==> config.mk <==
export PLATFORM = sky130hd
export DESIGN_NAME = sd_spi_responder
export DESIGN_NICKNAME = d
export VERILOG_FILES = /design/src/rtl/sd_spi_pkg.sv /design/src/rtl/spi_slave_sync.sv /design/src/rtl/sd_spi_responder.sv
export SDC_FILE = /design/constraint.sdc
export NUM_CORES = 1
export LEC_CHECK = 0
export ABC_CLOCK_PERIOD_IN_PS = 9000
export CAP_MARGIN = 20
export CORE_ASPECT_RATIO = 2
export CORE_MARGIN = 2
export CORE_UTILIZATION = 59
export DETAILED_ROUTE_END_ITERATION = 10
export GPL_TIMING_DRIVEN = 0
export PLACE_DENSITY_LB_ADDON = 0.25
export SLEW_MARGIN = 10
export SYNTH_ARGS = -nofsm -noshare
export SYNTH_HDL_FRONTEND = slang
export SYNTH_SLANG_ARGS = --single-unit
==> constraint.sdc <==
create_clock -name clk -period 9 [get_ports clk]
set_input_delay 1.35 -clock clk [delete_from_list [all_inputs] [get_ports clk]]
set_output_delay 1.35 -clock clk [all_outputs]
set_load 0.005 [all_outputs]
==> src/rtl/sd_spi_pkg.sv <==
`default_nettype none
// ============================================================================
// Module      : sd_spi_pkg
// Description : Shared constants and types for the SPI-mode SD-card responder.
//               Holds command indices, R1/token/OCR values and the FSM enum.
// Revision    : 1.0 - initial release
// ============================================================================
package sd_spi_pkg;

    // Command indices
    localparam logic [5:0] CMD0   = 6'd0;
    localparam logic [5:0] CMD8   = 6'd8;
    localparam logic [5:0] CMD16  = 6'd16;
    localparam logic [5:0] CMD17  = 6'd17;
    localparam logic [5:0] ACMD41 = 6'd41;
    localparam logic [5:0] CMD55  = 6'd55;
    localparam logic [5:0] CMD58  = 6'd58;

    // Response / token bytes
    localparam logic [7:0]  R1_READY    = 8'h00;
    localparam logic [7:0]  R1_IDLE     = 8'h01;
    localparam logic [7:0]  R1_ILLEGAL  = 8'h04;
    localparam logic [7:0]  TOKEN_START = 8'hFE;
    localparam logic [7:0]  IDLE_BYTE   = 8'hFF;
    localparam logic [31:0] OCR_SDHC    = 32'hC0FF8000;

    typedef enum logic [2:0] {
        RX_IDLE  = 3'd0,
        RX_CMD   = 3'd1,
        NCR      = 3'd2,
        RESP     = 3'd3,
        RD_WAIT  = 3'd4,
        RD_TOKEN = 3'd5,
        RD_DATA  = 3'd6,
        RD_CRC   = 3'd7
    } fsm_state_t;

    // R1 for a rejected command: illegal-command bit plus current idle flag
    function automatic logic [7:0] r1_illegal(input logic idle);
        return R1_ILLEGAL | {7'b0, idle};
    endfunction

endpackage
`default_nettype wire

==> src/rtl/spi_slave_sync.sv <==
`default_nettype none
// ============================================================================
// Module      : spi_slave_sync
// Description : Brings the asynchronous SPI pins into the clk domain with
//               two-flop synchronizers and detects SCLK edges.
// Ports       : clk, rst           - system clock, async active-high reset
//               sclk, cs, mosi     - raw SPI pins
//               sclk_rise/fall     - one-cycle pulses on synchronized edges
//               cs_n_s, mosi_s     - synchronized chip select / data
// Revision    : 1.0 - initial release
// ============================================================================
module spi_slave_sync (
    input  logic clk,
    input  logic rst,
    input  logic sclk,
    input  logic cs,
    input  logic mosi,
    output logic sclk_rise,
    output logic sclk_fall,
    output logic cs_n_s,
    output logic mosi_s
);

    // Third SCLK stage gives the previous synchronized value for edge detect
    logic [2:0] r_sclk;
    logic [1:0] r_cs;
    logic [1:0] r_mosi;

    always_ff @(posedge clk or posedge rst) begin
        if (rst) begin
            r_sclk <= 3'b000;
            r_cs   <= 2'b11;
            r_mosi <= 2'b11;
        end else begin
            r_sclk <= {r_sclk[1:0], sclk};
            r_cs   <= {r_cs[0], cs};
            r_mosi <= {r_mosi[0], mosi};
        end
    end

    assign sclk_rise = r_sclk[1] & ~r_sclk[2];
    assign sclk_fall = ~r_sclk[1] & r_sclk[2];
    assign cs_n_s    = r_cs[1];
    assign mosi_s    = r_mosi[1];

endmodule
`default_nettype wire

==> src/rtl/sd_spi_responder.sv <==
`default_nettype none
// ============================================================================
// Module      : sd_spi_responder
// Description : SPI-mode SD-card emulator. Decodes 6-byte command frames,
//               answers with R1/R3/R7 and serves 512-byte single-block reads
//               from an external byte memory (1-cycle read latency).
// Ports       : clk, rst               - system clock, async active-high reset
//               sclk, cs, mosi, miso   - SPI mode 0 slave pins (cs active low)
//               mem_addr, mem_rd       - {block, byte} read address + strobe
//               mem_data               - read data, valid 1 clk after mem_rd
//               card_ready             - set once ACMD41 reports ready
//               last_cmd               - index of last decoded command
// Revision    : 1.0 - initial release
// ============================================================================
module sd_spi_responder
    import sd_spi_pkg::*;
#(
    parameter int N_IDLE_POLLS  = 2,
    parameter int NCR_BYTES     = 1,
    parameter int RD_WAIT_BYTES = 2
) (
    input  logic        clk,
    input  logic        rst,
    input  logic        sclk,
    input  logic        cs,
    input  logic        mosi,
    output logic        miso,
    output logic [40:0] mem_addr,
    output logic        mem_rd,
    input  logic [7:0]  mem_data,
    output logic        card_ready,
    output logic [5:0]  last_cmd
);

    localparam logic [7:0] c_poll_limit = 8'(N_IDLE_POLLS);
    localparam logic [9:0] c_ncr_bytes  = 10'(NCR_BYTES);
    localparam logic [9:0] c_wait_bytes = 10'(RD_WAIT_BYTES);
    localparam logic [9:0] c_last_data  = 10'd511;

    logic w_sclk_rise, w_sclk_fall, w_cs_n_s, w_mosi_s;

    spi_slave_sync u_sync (
        .clk       (clk),
        .rst       (rst),
        .sclk      (sclk),
        .cs        (cs),
        .mosi      (mosi),
        .sclk_rise (w_sclk_rise),
        .sclk_fall (w_sclk_fall),
        .cs_n_s    (w_cs_n_s),
        .mosi_s    (w_mosi_s)
    );

    fsm_state_t  r_state;
    logic [2:0]  r_bit_cnt;
    logic [6:0]  r_rx_sr;
    logic [7:0]  r_tx_sr;
    logic [9:0]  r_cnt;          // per-state byte counter
    logic [5:0]  r_cmd;
    logic [31:0] r_arg;
    logic [39:0] r_resp;         // response bytes, next one in [39:32]
    logic [2:0]  r_resp_len;
    logic        r_rd_go;
    logic        r_idle;
    logic        r_app;
    logic [7:0]  r_poll;
    logic        r_fetch_pend;
    logic [9:0]  r_fetch_idx;    // bit 9 set once all 512 bytes are fetched
    logic        r_rd_q;
    logic [7:0]  r_data_buf;

    logic [7:0]  w_rx_byte;
    logic [7:0]  w_r1;
    logic [39:0] w_resp;
    logic [2:0]  w_resp_len;
    logic        w_rd_go;
    logic        w_idle_nx;
    logic        w_app_nx;
    logic [7:0]  w_poll_nx;
    logic        w_ready_nx;

    assign w_rx_byte = {r_rx_sr, w_mosi_s};
    assign w_r1      = {7'b0, r_idle};

    // Command decode, evaluated when the CRC byte completes the frame
    always_comb begin
        w_resp     = {r1_illegal(r_idle), 32'hFFFF_FFFF};
        w_resp_len = 3'd1;
        w_rd_go    = 1'b0;
        w_idle_nx  = r_idle;
        w_app_nx   = 1'b0;
        w_poll_nx  = r_poll;
        w_ready_nx = card_ready;
        if (r_app && (r_cmd == ACMD41)) begin
            if (r_poll != 8'hFF) begin
                w_poll_nx = r_poll + 8'd1;
            end
            if (r_poll < c_poll_limit) begin
                w_resp[39:32] = R1_IDLE;
            end else begin
                w_resp[39:32] = R1_READY;
                w_idle_nx     = 1'b0;
                w_ready_nx    = 1'b1;
            end
        end else if (!r_app) begin
            case (r_cmd)
                CMD0: begin
                    w_resp[39:32] = R1_IDLE;
                    w_idle_nx     = 1'b1;
                    w_ready_nx    = 1'b0;
                end
                CMD8: begin
                    w_resp     = {w_r1, 8'h00, 8'h00, {4'h0, r_arg[11:8]}, r_arg[7:0]};
                    w_resp_len = 3'd5;
                end
                CMD55: begin
                    w_resp[39:32] = w_r1;
                    w_app_nx      = 1'b1;
                end
                CMD58: begin
                    w_resp     = {w_r1, OCR_SDHC};
                    w_resp_len = 3'd5;
                end
                CMD16: begin
                    w_resp[39:32] = w_r1;
                end
                CMD17: begin
                    if (r_idle) begin
                        w_resp[39:32] = R1_ILLEGAL | R1_IDLE;
                    end else begin
                        w_resp[39:32] = R1_READY;
                        w_rd_go       = 1'b1;
                    end
                end
                default: begin
                    w_resp[39:32] = r1_illegal(r_idle);
                end
            endcase
        end
    end

    always_ff @(posedge clk or posedge rst) begin
        if (rst) begin
            miso         <= 1'b1;
            mem_addr     <= '0;
            mem_rd       <= 1'b0;
            card_ready   <= 1'b0;
            last_cmd     <= '0;
            r_state      <= RX_IDLE;
            r_bit_cnt    <= '0;
            r_rx_sr      <= '0;
            r_tx_sr      <= IDLE_BYTE;
            r_cnt        <= '0;
            r_cmd        <= '0;
            r_arg        <= '0;
            r_resp       <= '1;
            r_resp_len   <= 3'd1;
            r_rd_go      <= 1'b0;
            r_idle       <= 1'b1;
            r_app        <= 1'b0;
            r_poll       <= '0;
            r_fetch_pend <= 1'b0;
            r_fetch_idx  <= '0;
            r_rd_q       <= 1'b0;
            r_data_buf   <= 8'hFF;
        end else begin
            mem_rd <= 1'b0;
            r_rd_q <= mem_rd;
            if (r_rd_q) begin
                r_data_buf <= mem_data;
            end

            // One prefetch per loaded data byte, issued the cycle after the load
            if (r_fetch_pend) begin
                r_fetch_pend <= 1'b0;
                if (!r_fetch_idx[9]) begin
                    mem_rd      <= 1'b1;
                    mem_addr    <= {r_arg, r_fetch_idx[8:0]};
                    r_fetch_idx <= r_fetch_idx + 10'd1;
                end
            end

            if (w_cs_n_s) begin
                miso         <= 1'b1;
                r_tx_sr      <= IDLE_BYTE;
                r_bit_cnt    <= '0;
                r_state      <= RX_IDLE;
                r_fetch_pend <= 1'b0;
            end else begin
                if (w_sclk_fall) begin
                    miso    <= r_tx_sr[7];
                    r_tx_sr <= {r_tx_sr[6:0], 1'b1};
                end
                if (w_sclk_rise) begin
                    r_rx_sr   <= w_rx_byte[6:0];
                    r_bit_cnt <= r_bit_cnt + 3'd1;
                    if (r_bit_cnt == 3'd7) begin
                        // Byte boundary: consume RX byte, load the next TX byte
                        r_tx_sr <= IDLE_BYTE;
                        case (r_state)
                            RX_IDLE: begin
                                if (w_rx_byte[7:6] == 2'b01) begin
                                    r_cmd   <= w_rx_byte[5:0];
                                    r_cnt   <= '0;
                                    r_state <= RX_CMD;
                                end
                            end
                            RX_CMD: begin
                                if (r_cnt < 10'd4) begin
                                    r_arg <= {r_arg[23:0], w_rx_byte};
                                    r_cnt <= r_cnt + 10'd1;
                                end else begin
                                    r_resp     <= w_resp;
                                    r_resp_len <= w_resp_len;
                                    r_rd_go    <= w_rd_go;
                                    r_idle     <= w_idle_nx;
                                    r_app      <= w_app_nx;
                                    r_poll     <= w_poll_nx;
                                    card_ready <= w_ready_nx;
                                    last_cmd   <= r_cmd;
                                    r_cnt      <= 10'd1;
                                    r_state    <= NCR;
                                end
                            end
                            NCR: begin
                                if (r_cnt >= c_ncr_bytes) begin
                                    r_tx_sr <= r_resp[39:32];
                                    r_resp  <= {r_resp[31:0], 8'hFF};
                                    r_cnt   <= 10'd1;
                                    r_state <= RESP;
                                end else begin
                                    r_cnt <= r_cnt + 10'd1;
                                end
                            end
                            RESP: begin
                                if (r_cnt < {7'b0, r_resp_len}) begin
                                    r_tx_sr <= r_resp[39:32];
                                    r_resp  <= {r_resp[31:0], 8'hFF};
                                    r_cnt   <= r_cnt + 10'd1;
                                end else if (r_rd_go) begin
                                    r_cnt   <= 10'd1;
                                    r_state <= RD_WAIT;
                                end else begin
                                    r_state <= RX_IDLE;
                                end
                            end
                            RD_WAIT: begin
                                if (r_cnt >= c_wait_bytes) begin
                                    r_tx_sr      <= TOKEN_START;
                                    r_fetch_idx  <= '0;
                                    r_fetch_pend <= 1'b1;
                                    r_state      <= RD_TOKEN;
                                end else begin
                                    r_cnt <= r_cnt + 10'd1;
                                end
                            end
                            RD_TOKEN: begin
                                r_tx_sr      <= r_data_buf;
                                r_cnt        <= '0;
                                r_fetch_pend <= 1'b1;
                                r_state      <= RD_DATA;
                            end
                            RD_DATA: begin
                                if (r_cnt == c_last_data) begin
                                    r_cnt   <= '0;
                                    r_state <= RD_CRC;
                                end else begin
                                    r_tx_sr      <= r_data_buf;
                                    r_cnt        <= r_cnt + 10'd1;
                                    r_fetch_pend <= 1'b1;
                                end
                            end
                            RD_CRC: begin
                                if (r_cnt == 10'd0) begin
                                    r_cnt <= 10'd1;
                                end else begin
                                    r_state <= RX_IDLE;
                                end
                            end
                            default: begin
                                r_state <= RX_IDLE;
                            end
                        endcase
                    end
                end
            end
        end
    end

endmodule
`default_nettype wire

Word level (Yosys, flattened, before mapping)
Index checks and enable logic that the tools add are counted.
{"block": "op_classes", "muxes": 78, "n_reduce_logical": 21, "n_eq_ne": 33, "n_lt_le_gt_ge": 5, "shifts": 0, "n_div": 0, "add_sub_neg": 4, "bitwise_logic": 7, "multipliers": 0}
{"cell": "two-way mux 40 bit", "n": 4}
{"cell": "two-way mux 10 bit", "n": 15}
{"cell": "case mux 40 bit (3 select lines)", "n": 1}
{"cell": "case mux 10 bit (8 select lines)", "n": 1}
{"cell": "two-way mux 8 bit", "n": 8}
{"cell": "case mux 32 bit (2 select lines)", "n": 1}
{"cell": "two-way mux 3 bit", "n": 17}
{"cell": "case mux 8 bit (5 select lines)", "n": 1}
{"cell": "two-way mux 32 bit", "n": 1}
{"cell": "two-way mux 1 bit", "n": 26}
{"cell": "case mux 3 bit (8 select lines)", "n": 1}
{"cell": "case mux 8 bit (3 select lines)", "n": 1}
{"cell": "inequality test 3 x 2 -> 1 bit (second input constant)", "n": 7}
{"cell": "AND reduction 7 bit", "n": 3}
{"cell": "adder 10 x 1 -> 10 bit (second input constant)", "n": 2}
{"cell": "== test 6 bit (second input constant)", "n": 3}
{"cell": "== test 3 bit (second input constant)", "n": 5}
{"cell": "AND reduction 5 bit", "n": 3}
{"cell": "inequality test 2 bit (second input constant)", "n": 7}
{"cell": "== test 6 x 5 -> 1 bit (second input constant)", "n": 2}
{"cell": "== test 10 x 9 -> 1 bit (second input constant)", "n": 1}
{"cell": ">= comparator 10 x 1 -> 1 bit (second input constant)", "n": 1}
{"cell": ">= comparator 10 x 2 -> 1 bit (second input constant)", "n": 1}
{"cell": "logical NOT 10 bit", "n": 1}
{"cell": "other kinds (25)", "n": 35}
{"block": "word_totals", "latchBits": 0, "ramBits": 0, "mem_count": 0, "romBits": 0, "out_inout_bits": 50, "reg_bits": 200, "elab_cells": 173}

Logic depth before layout (Yosys ltp)
Gate-level depths: netlist (run 1).
{"block": "logic_depth", "ltp_word": 8, "ltp_mapped": 8, "depth_no_buf": 7}

Modules after synthesis
Synthesis (run 1) repeated with hierarchy kept, for this count alone.
{"block": "unflattened", "hier_cells": 843, "hier_area_um2": 8804.7}
{"mod": "sd_spi_responder", "instances": 1, "area_each_um2": 8605.8, "seq_area_each_um2": 4852.2, "cells_per_inst": 833}
{"mod": "spi_slave_sync", "instances": 1, "area_each_um2": 198.9, "seq_area_each_um2": 180.2, "cells_per_inst": 10}

Worst setup path before layout (run 1)
Ideal clock, no wire load.
{"block": "synth_path", "path_type": "register -> register", "start": "register r_bit_cnt[0]", "end": "register r_arg[0]", "setup_slack_ns": 6.618, "arrival_ns": 2.257, "path_stages_with_launch": 8, "path_buffers": 1, "t_required_ns": 8.875, "cell_sequence": "dfrtp_1 > ha_1 > ha_1 > nand3b_1 > or4_1 > nor2_1 > buf_2 > mux2_2"}
{"block": "synth_via", "elab_chain_len": 2}
{"item": "start, declared", "line": "sd_spi_responder.sv:55", "rtl": "logic [2:0] r_bit_cnt;"}
{"item": "start signal, assigned", "line": "sd_spi_responder.sv:196", "rtl": "r_bit_cnt <= r_bit_cnt + 3'd1;"}
{"item": "== test 3 bit", "line": "sd_spi_responder.sv:197", "rtl": "if (r_bit_cnt == 3'd7) begin"}
{"item": "AND reduction 5 bit (no line)"}
{"item": "end signal, assigned", "line": "sd_spi_responder.sv:210", "rtl": "r_arg <= {r_arg[23:0], w_rx_byte};"}
{"item": "end, declared", "line": "sd_spi_responder.sv:60", "rtl": "logic [31:0] r_arg;"}
Every way passes these cells.
A chain may end at the register's enable or synchronous reset.

Final worst setup path (run 1)
{"block": "layout_path", "start": "register r_cmd[1]", "end": "register r_resp[26]"}
{"block": "layout_via", "elab_chain_len": 6, "elab_cells_between_ends": 9}
{"item": "start, declared", "line": "sd_spi_responder.sv:59", "rtl": "logic [5:0] r_cmd;"}
{"item": "start signal, assigned", "line": "sd_spi_responder.sv:203", "rtl": "r_cmd <= w_rx_byte[5:0];"}
{"item": "== test 6 bit / == test 6 x 4 -> 1 bit (equally long branches)", "line": "sd_spi_responder.sv:106", "rtl": "case (r_cmd)"}
{"item": "case mux 32 bit (2 select lines)", "line": "sd_spi_responder.sv:106"}
{"item": "two-way mux 40 bit", "line": "sd_spi_responder.sv:105", "rtl": "end else if (!r_app) begin"}
{"item": "two-way mux 32 bit *", "line": "sd_spi_responder.sv:94", "rtl": "if (r_app && (r_cmd == ACMD41)) begin"}
{"item": "two-way mux 40 bit *", "line": "sd_spi_responder.sv:209", "rtl": "if (r_cnt < 10'd4) begin"}
{"item": "case mux 40 bit (3 select lines) *", "line": "sd_spi_responder.sv:200", "rtl": "case (r_state)"}
{"item": "end signal, assigned", "line": "sd_spi_responder.sv:213", "rtl": "r_resp <= w_resp;"}
{"item": "end signal, assigned", "line": "sd_spi_responder.sv:228", "rtl": "r_resp <= {r_resp[31:0], 8'hFF};"}
{"item": "end signal, assigned", "line": "sd_spi_responder.sv:238", "rtl": "r_resp <= {r_resp[31:0], 8'hFF};"}
{"item": "end, declared", "line": "sd_spi_responder.sv:61", "rtl": "logic [39:0] r_resp;"}
Every way passes the cells marked *; elsewhere a longest branch is shown, timed or not. The select of a mux whose other input is x is not followed.

==> results.sh, run 1 <==
export IMPL_status="complete, no violations"
export IMPL_dieWidth_um=91.4
export IMPL_cp_data_arrival_time_ns=3.34
export IMPL_clk_pin_slew_ns=0.08
export IMPL_fmax_ghz=0.335
export IMPL_total_power_mw=1.72
export IMPL_synth_edf_count=0
export IMPL_ctsResizeCount=0
export IMPL_root_buffer="clkbuf_16"
export IMPL_crit_path_max_fanout=10
export IMPL_hold_viol_final=0
export IMPL_crit_family="compound AO/OA/AOI/OAI gates"
export IMPL_htreeDepth=4
export IMPL_clock_sinks=198
export IMPL_reg2reg_depth=7
export IMPL_postSynthCellCount=854
export IMPL_area_growth_pct=16.3
export IMPL_maxCapViolations=0
export IMPL_grt_pass1_wl_um=33200
export IMPL_drt_iter0_drc=386
export IMPL_routed_via_density=5.72
export IMPL_min_path_cells=0
export IMPL_yosys_cell_types_count=62
export IMPL_final_util=0.704
export IMPL_syn_num_nets=876
export IMPL_timing_hold_ws_ns=0.354
export IMPL_die_area_sq_um=16300
export IMPL_die_h_um=179
export IMPL_cts_tree="yes"
export IMPL_antenna_left=0
export IMPL_dpl_hpwl_um=13900
export IMPL_clockBufferDepth=2
export IMPL_synth_area_per_cell_sq_um=10.6
export IMPL_critPathMaxStageDelay_ns=0.91
export IMPL_track_usage=0.259
export IMPL_grt_max_degree=111
export IMPL_ff2ff_setup_slack_ns=6.01
export IMPL_period_minus_slack_ns=2.99
export IMPL_cp_depth=7
export IMPL_first_pass_iters=5
export IMPL_pwr_density_cell_nw_per_um2=164
export IMPL_final_period_utilization=0.332
export IMPL_slew_limit_headroom=0.311
export IMPL_drt_total_wl_um=19600
export IMPL_async_reset_ff_frac=1.00
export IMPL_place_congestion=0.899
export IMPL_io_pins=63
export IMPL_placed_area_sq_um=9910
export IMPL_drv_slew=0
export IMPL_vias=6549
export IMPL_syn_area_sq_um=9010
export IMPL_yosys_area_top_type="dfrtp_1"
export IMPL_finalClockSkew_ns=0.0124
export IMPL_worst_slew_pin_slew_ns=1.01
export IMPL_endpoint_kind="register"
export IMPL_grt_pass1_vias=6735
export IMPL_worstPathCellList="clkbuf_1 > or3_1 > a2111oi_0 > nand2_1 > buf_1 > o21ai_0 > mux2i_1"
export IMPL_clock_latency_ns=0.44
export IMPL_yosysWarnings=0
export IMPL_antenna_found_initial=0
export IMPL_antennaDiodeCount=0
export IMPL_crit_slowest_cell="a2111oi_0"
export IMPL_port_buffers=62
export IMPL_stdcell_area_sq_um=10500
export IMPL_critical_path_buf_inv_count=2
export IMPL_required_ns=9.35
export IMPL_hold_buffers=0
export IMPL_netlist_top_cells_area="dfrtp_1 38%, dfstp_2 18%, nand2_1 8.0%, mux2_2 7.5%, mux2i_1 4.2%"
export IMPL_ys_ff_latch=198
export IMPL_start_util=0.605
export IMPL_rsz0062_at_grt="no"
export IMPL_start_kind="register"
export IMPL_hp_class="register to register"
export IMPL_coreArea_sq_um=14900
export IMPL_criticalPathCategory="register to register"
export IMPL_fin_nets=958
export IMPL_postCtsSetupBuffers=0
export IMPL_synth_seq_area_share=0.558
export IMPL_cts_buffers=17
export IMPL_ir_worst_vdd_uv=133
export IMPL_setup_violations=0
export IMPL_rows=63
export IMPL_routedWlPerCell_um=17.1
export IMPL_final_layout_size_suffix_gt1_frac=0.187
export IMPL_p_leak_nw=4.70
export IMPL_synth_ff_type="dfrtp_1"
export IMPL_route_detailed_drc=0
export IMPL_synth_top_cell_area_share=0.378
export IMPL_gr_total_overflow=0
## cells in the final DEF, fill, tap and decap left out, types with 9 or more instances in the layout
cell type / n
nand2_1: 191
dfrtp_1: 136
clkdlybuf4s50_1: 62
dfstp_2: 62
mux2_2: 60
inv_1: 46
nor2_1: 41
mux2i_1: 38
a21oi_1: 32
clkbuf_1: 24
o21ai_0: 23
nand3_1: 22
clkbuf_16: 18
a22oi_1: 14
xnor2_1: 10
nor2b_1: 9
nor3_1: 9
and3_1: 9
a221oi_1: 9
ha_1: 9
## sequential cells by signal, indices dropped and copies added, names as in the netlist, 2 cells and up
register,count
last_cmd,6
mem_addr,41
r_arg,32
r_bit_cnt,3
r_cmd,6
r_cnt,10
r_data_buf,8
r_fetch_idx,10
r_poll,8
r_resp,40
r_rx_sr,7
r_state,3
r_tx_sr,8
u_sync.r_cs,2
u_sync.r_mosi,2
u_sync.r_sclk,3
## Yosys cell counts, types with 4 or more instances
library cell	n
clkbuf_1	23
nor4_1	5
buf_2	6
or2_2	4
nand3_1	22
nand4_1	5
dfstp_2	62
mux2_2	60
o21ai_0	23
ha_1	9
nor2b_1	9
and3_1	9
a221o_1	6
nor3_1	9
xnor2_1	10
buf_4	4
buf_1	5
nor2_1	41
dfrtp_1	136
nand3b_1	5
a21oi_1	32
xor2_1	6
nor3b_1	4
a22oi_1	14
a221oi_1	9
nand2_1	191
inv_1	47
mux2i_1	38
nand2b_1	8
## path summary, 6_finish.rpt
| path | startpoint | end |
|---|---|---|
| min in group asynchronous | rst | mem_addr[40] |
| setup / recovery | r_cmd[1] | r_resp[26] |
| hold reg to reg | u_sync.r_sclk[0] | u_sync.r_sclk[1] |
| hold / removal | u_sync.r_sclk[0] | u_sync.r_sclk[1] |
| max in group asynchronous | rst | r_resp[20] |
| setup reg to reg | r_cmd[1] | r_resp[26] |
## kinds of logic after synthesis
family | share of synthesized area
AO/OA/AOI/OAI | 0.0844
XOR/XNOR | 0.0155
adder cells (fa/ha/maj) | 0.0125
buffers and inverters | 0.0389
flip-flops | 0.558
multiplexers | 0.118
AND/OR/NAND/NOR | 0.172
## routing by layer
| layer | track usage | up-vias | share of wire |
|---|---|---|---|
| met3 | 0.0357 | 48 | 0.030 |
| li1 | - | 3090 | - |
| met5 | 0 | - | 0 |
| met2 | 0.479 | 176 | 0.56 |
| met4 | 0.124 | 0 | 0.036 |
| met1 | 0.290 | 3235 | 0.38 |
## worst reg2reg max path: stages (launching register included)
cell and delay (ns):
dfrtp_1 0.36, clkbuf_1 0.18, or3_1 0.37, a2111oi_0 0.91, nand2_1 0.41, buf_1 0.31
o21ai_0 0.23, mux2i_1 0.15
## report_power, final
part / total, mW / internal, mW / switching (mW)
combinational: 0.0529 / 0.0224 / 0.0305
clock: 0.743 / 0.388 / 0.355
sequential: 0.927 / 0.910 / 0.0176
total: 1.72 / 1.32 / 0.403
## area by class of cell
cell class,count,area (sq um)
multi-input cells,569,3630
plain buffers,39,170
inverters,48,188
clock buffers,20,468
flip-flops and latches,198,5030
fillers,1121,4410
well taps,195,244
clock inverters,12,105
repair buffers,63,648
## stage by stage
stage / TNS [ns] / worst slack (ns) / cells
floorplan: 0 / 2.36 / 854
global placement: -2.07 / -0.0266 / 1111
detailed placement: 0 / 6.06 / 1112
CTS: 0 / 6.04 / 1144
global route: 0 / 5.83 / 1144
finish: 0 / 6.01 / 1144
Note: power is estimated with default switching activity, not from simulation.
==> run 2: changes to the inputs <==
Settings changed: ABC_CLOCK_PERIOD_IN_PS 9000 to 3100.
Clock period 9 ns to 3.1 ns, I/O delays scaled along.
==> run 2 against run 1 <==
Compared with the run above: sequential power grew to 2.9 times the previous value; non-clock buffer count is 5 higher; critical path depth stayed put; fmax is 2.7% higher; largest cell class unchanged; total power grew to 3.0 times the previous value; critical endpoint unchanged; register-to-register slack worse by 5.8 ns.
==> results.sh, run 2 (same netlist as run 1, synthesis figures left out) <==
export IMPL_status="complete, no violations"
export IMPL_cts_tree="yes"
export IMPL_antenna_left=0
export IMPL_pwr_share_comb=0.033
export IMPL_critical_path_buf_inv_count=2
export IMPL_start_kind="register"
export IMPL_p_sw_frac=0.228
export IMPL_num_fill_cells=1103
export IMPL_gr_total_overflow=0
export IMPL_period_minus_slack_ns=2.91
export IMPL_final_period_utilization=0.939
export IMPL_layout_common_cells="191 x nand2_1, 136 x dfrtp_1, 62 x clkdlybuf4s50_1, 62 x dfstp_2, 60 x mux2_2"
export IMPL_clk_pin_slew_ns=0.07
export IMPL_p_leak_nw=4.76
export IMPL_dpl_hpwl_um=14400
export IMPL_fin_ws_ns=0.189
export IMPL_grt_pass1_wl_um=33100
export IMPL_crit_family="compound AO/OA/AOI/OAI gates"
export IMPL_crit_slowest_cell="a2111oi_0"
export IMPL_stdcell_area_sq_um=10600
export IMPL_power_switching_mw=1.19
export IMPL_grt_max_degree=41
export IMPL_slew_limit_headroom=0.323
export IMPL_vias=6489
export IMPL_rsz0062_at_grt="no"
export IMPL_root_buffer="clkbuf_16"
export IMPL_largest_registers="mem_addr (41), r_resp (40), r_arg (32)"
export IMPL_seq_area_sq_um=5030
export IMPL_required_ns=3.45
export IMPL_io_pins=63
export IMPL_fmax_ghz=0.344
export IMPL_total_power_mw=5.22
export IMPL_ff2ff_setup_slack_ns=0.19
export IMPL_ir_worst_vdd_uv=441
export IMPL_clock_sinks=198
export IMPL_area_growth_pct=18.1
export IMPL_hold_viol_final=0
export IMPL_setup_violations=0
export IMPL_rows=63
export IMPL_internal_power_mw=4.03
export IMPL_routedWlPerCell_um=17.0
export IMPL_finalClockSkew_ns=0.00839
export IMPL_drt_iter0_drc=347
export IMPL_die_area_sq_um=16300
export IMPL_pwr_density_cell_nw_per_um2=490
export IMPL_criticalPathCategory="register to register"
export IMPL_multiInputGateArea_sq_um=3630
export IMPL_place_congestion=0.902
export IMPL_clockBufferDepth=2
export IMPL_postCtsSetupBuffers=0
export IMPL_antennaDiodeCount=0
export IMPL_regMostFlops="mem_addr"
export IMPL_dieWidth_um=91.4
export IMPL_placed_area_sq_um=10000
export IMPL_fin_setup_tns_ns=0
export IMPL_final_cells=1149
export IMPL_final_common_cell="nand2_1"
export IMPL_worst_slew_pin_slew_ns=0.990
export IMPL_grt_pass1_vias=6756
export IMPL_largest_register_ffs=41
export IMPL_cp_data_arrival_time_ns=3.26
export IMPL_coreArea_sq_um=14900
export IMPL_hp_class="input port to asynchronous set/reset pin"
export IMPL_endpoint_kind="register"
export IMPL_clock_latency_ns=0.43
export IMPL_antenna_found_initial=0
export IMPL_crit_path_max_fanout=10
export IMPL_cts_buffers=17
export IMPL_route_detailed_drc=0
export IMPL_port_buffers=62
export IMPL_track_usage=0.256
export IMPL_dp_cells=1117
export IMPL_die_h_um=179
export IMPL_routed_via_density=5.65
export IMPL_p_clk_frac=0.452
export IMPL_worstPathCellList="clkbuf_1 > or3_1 > a2111oi_0 > nand2_1 > buf_1 > o21ai_0 > mux2i_1"
export IMPL_fin_nets=963
export IMPL_final_layout_size_suffix_gt1_frac=0.193
export IMPL_critPathMaxStageDelay_ns=0.89
export IMPL_maxCapViolations=0
export IMPL_start_util=0.605
export IMPL_drt_total_wl_um=19500
export IMPL_seq_power_share=0.516
export IMPL_htreeDepth=4
export IMPL_first_pass_iters=5
export IMPL_preCtsSetupSlack_ns=0.114
export IMPL_drv_slew=0
run 2: changes by cell type in the layout (fill, tap and decap cells not counted), moves of 3 or more:
cell	before	now
buf_12	0	5
bufinv_16	0	3
inv_6	7	3
clkinvlp_4	0	3
run 2: worst register-to-register path: cells and delay by family (launching register included):
family                 cells  cell delay (ns)
AOI/OAI and AO/OA          2             1.06
buffers and inverters      2             0.51
and+or+nand+nor            2             0.78
muxes                      1             0.12
DFF                        1             0.36
run 2: metal layers:
layer / vias to the layer above / track usage / routed length [um]
met3: 43 / 0.0328 / 478
met2: 145 / 0.478 / 11000
met4: 0 / 0.111 / 637
met1: 3201 / 0.289 / 7450
met5: - / 0 / 0
li1: 3100 / - / -
run 2: cell type report:
cell class                      instances  area share
Buffer                                 39      0.0160
Clock buffer                           17      0.0400
Clock inverter                         15      0.0199
Inverter                               48      0.0173
Multi-Input combinational cell        569       0.341
Sequential cell                       198       0.473
Tap cell                              195      0.0229
Timing Repair Buffer                   68      0.0703
run 2: path summary, 6_finish.rpt:
path                                   from                to  cells past startpoint
setup / recovery                   r_cmd[1]        r_resp[26]                      7
hold / removal                          rst          r_cnt[1]                      2
setup reg to reg                   r_cmd[1]        r_resp[26]                      7
hold reg to reg            u_sync.r_sclk[0]  u_sync.r_sclk[1]                      0
max in group asynchronous               rst        r_resp[13]                      6
min in group clk           u_sync.r_sclk[0]  u_sync.r_sclk[1]                      0
run 2: power groups by stage:
stage | Sequential (mW) | Clock (mW) | Combinational, mW
floorplan | 2.72 | 0 | 0.107
global placement | 2.74 | 0 | 0.148
detailed placement | 2.74 | 0 | 0.172
CTS | 2.69 | 2.39 | 0.175
global route | 2.70 | 2.50 | 0.191
finish | 2.69 | 2.36 | 0.170
run 2: timing repair:
action                     4_1_cts  5_1_grt
setup endpoints to repair        0       30
hold buffers                     0        0
gates resized for setup          0        1
run 2: per-stage QoR:
stage               utilization  hold slack [ns]
finish                    0.715            0.301
global route              0.715            0.313
CTS                       0.715            0.287
detailed placement        0.672            0.336
global placement          0.663            0.337
floorplan                     -            0.331
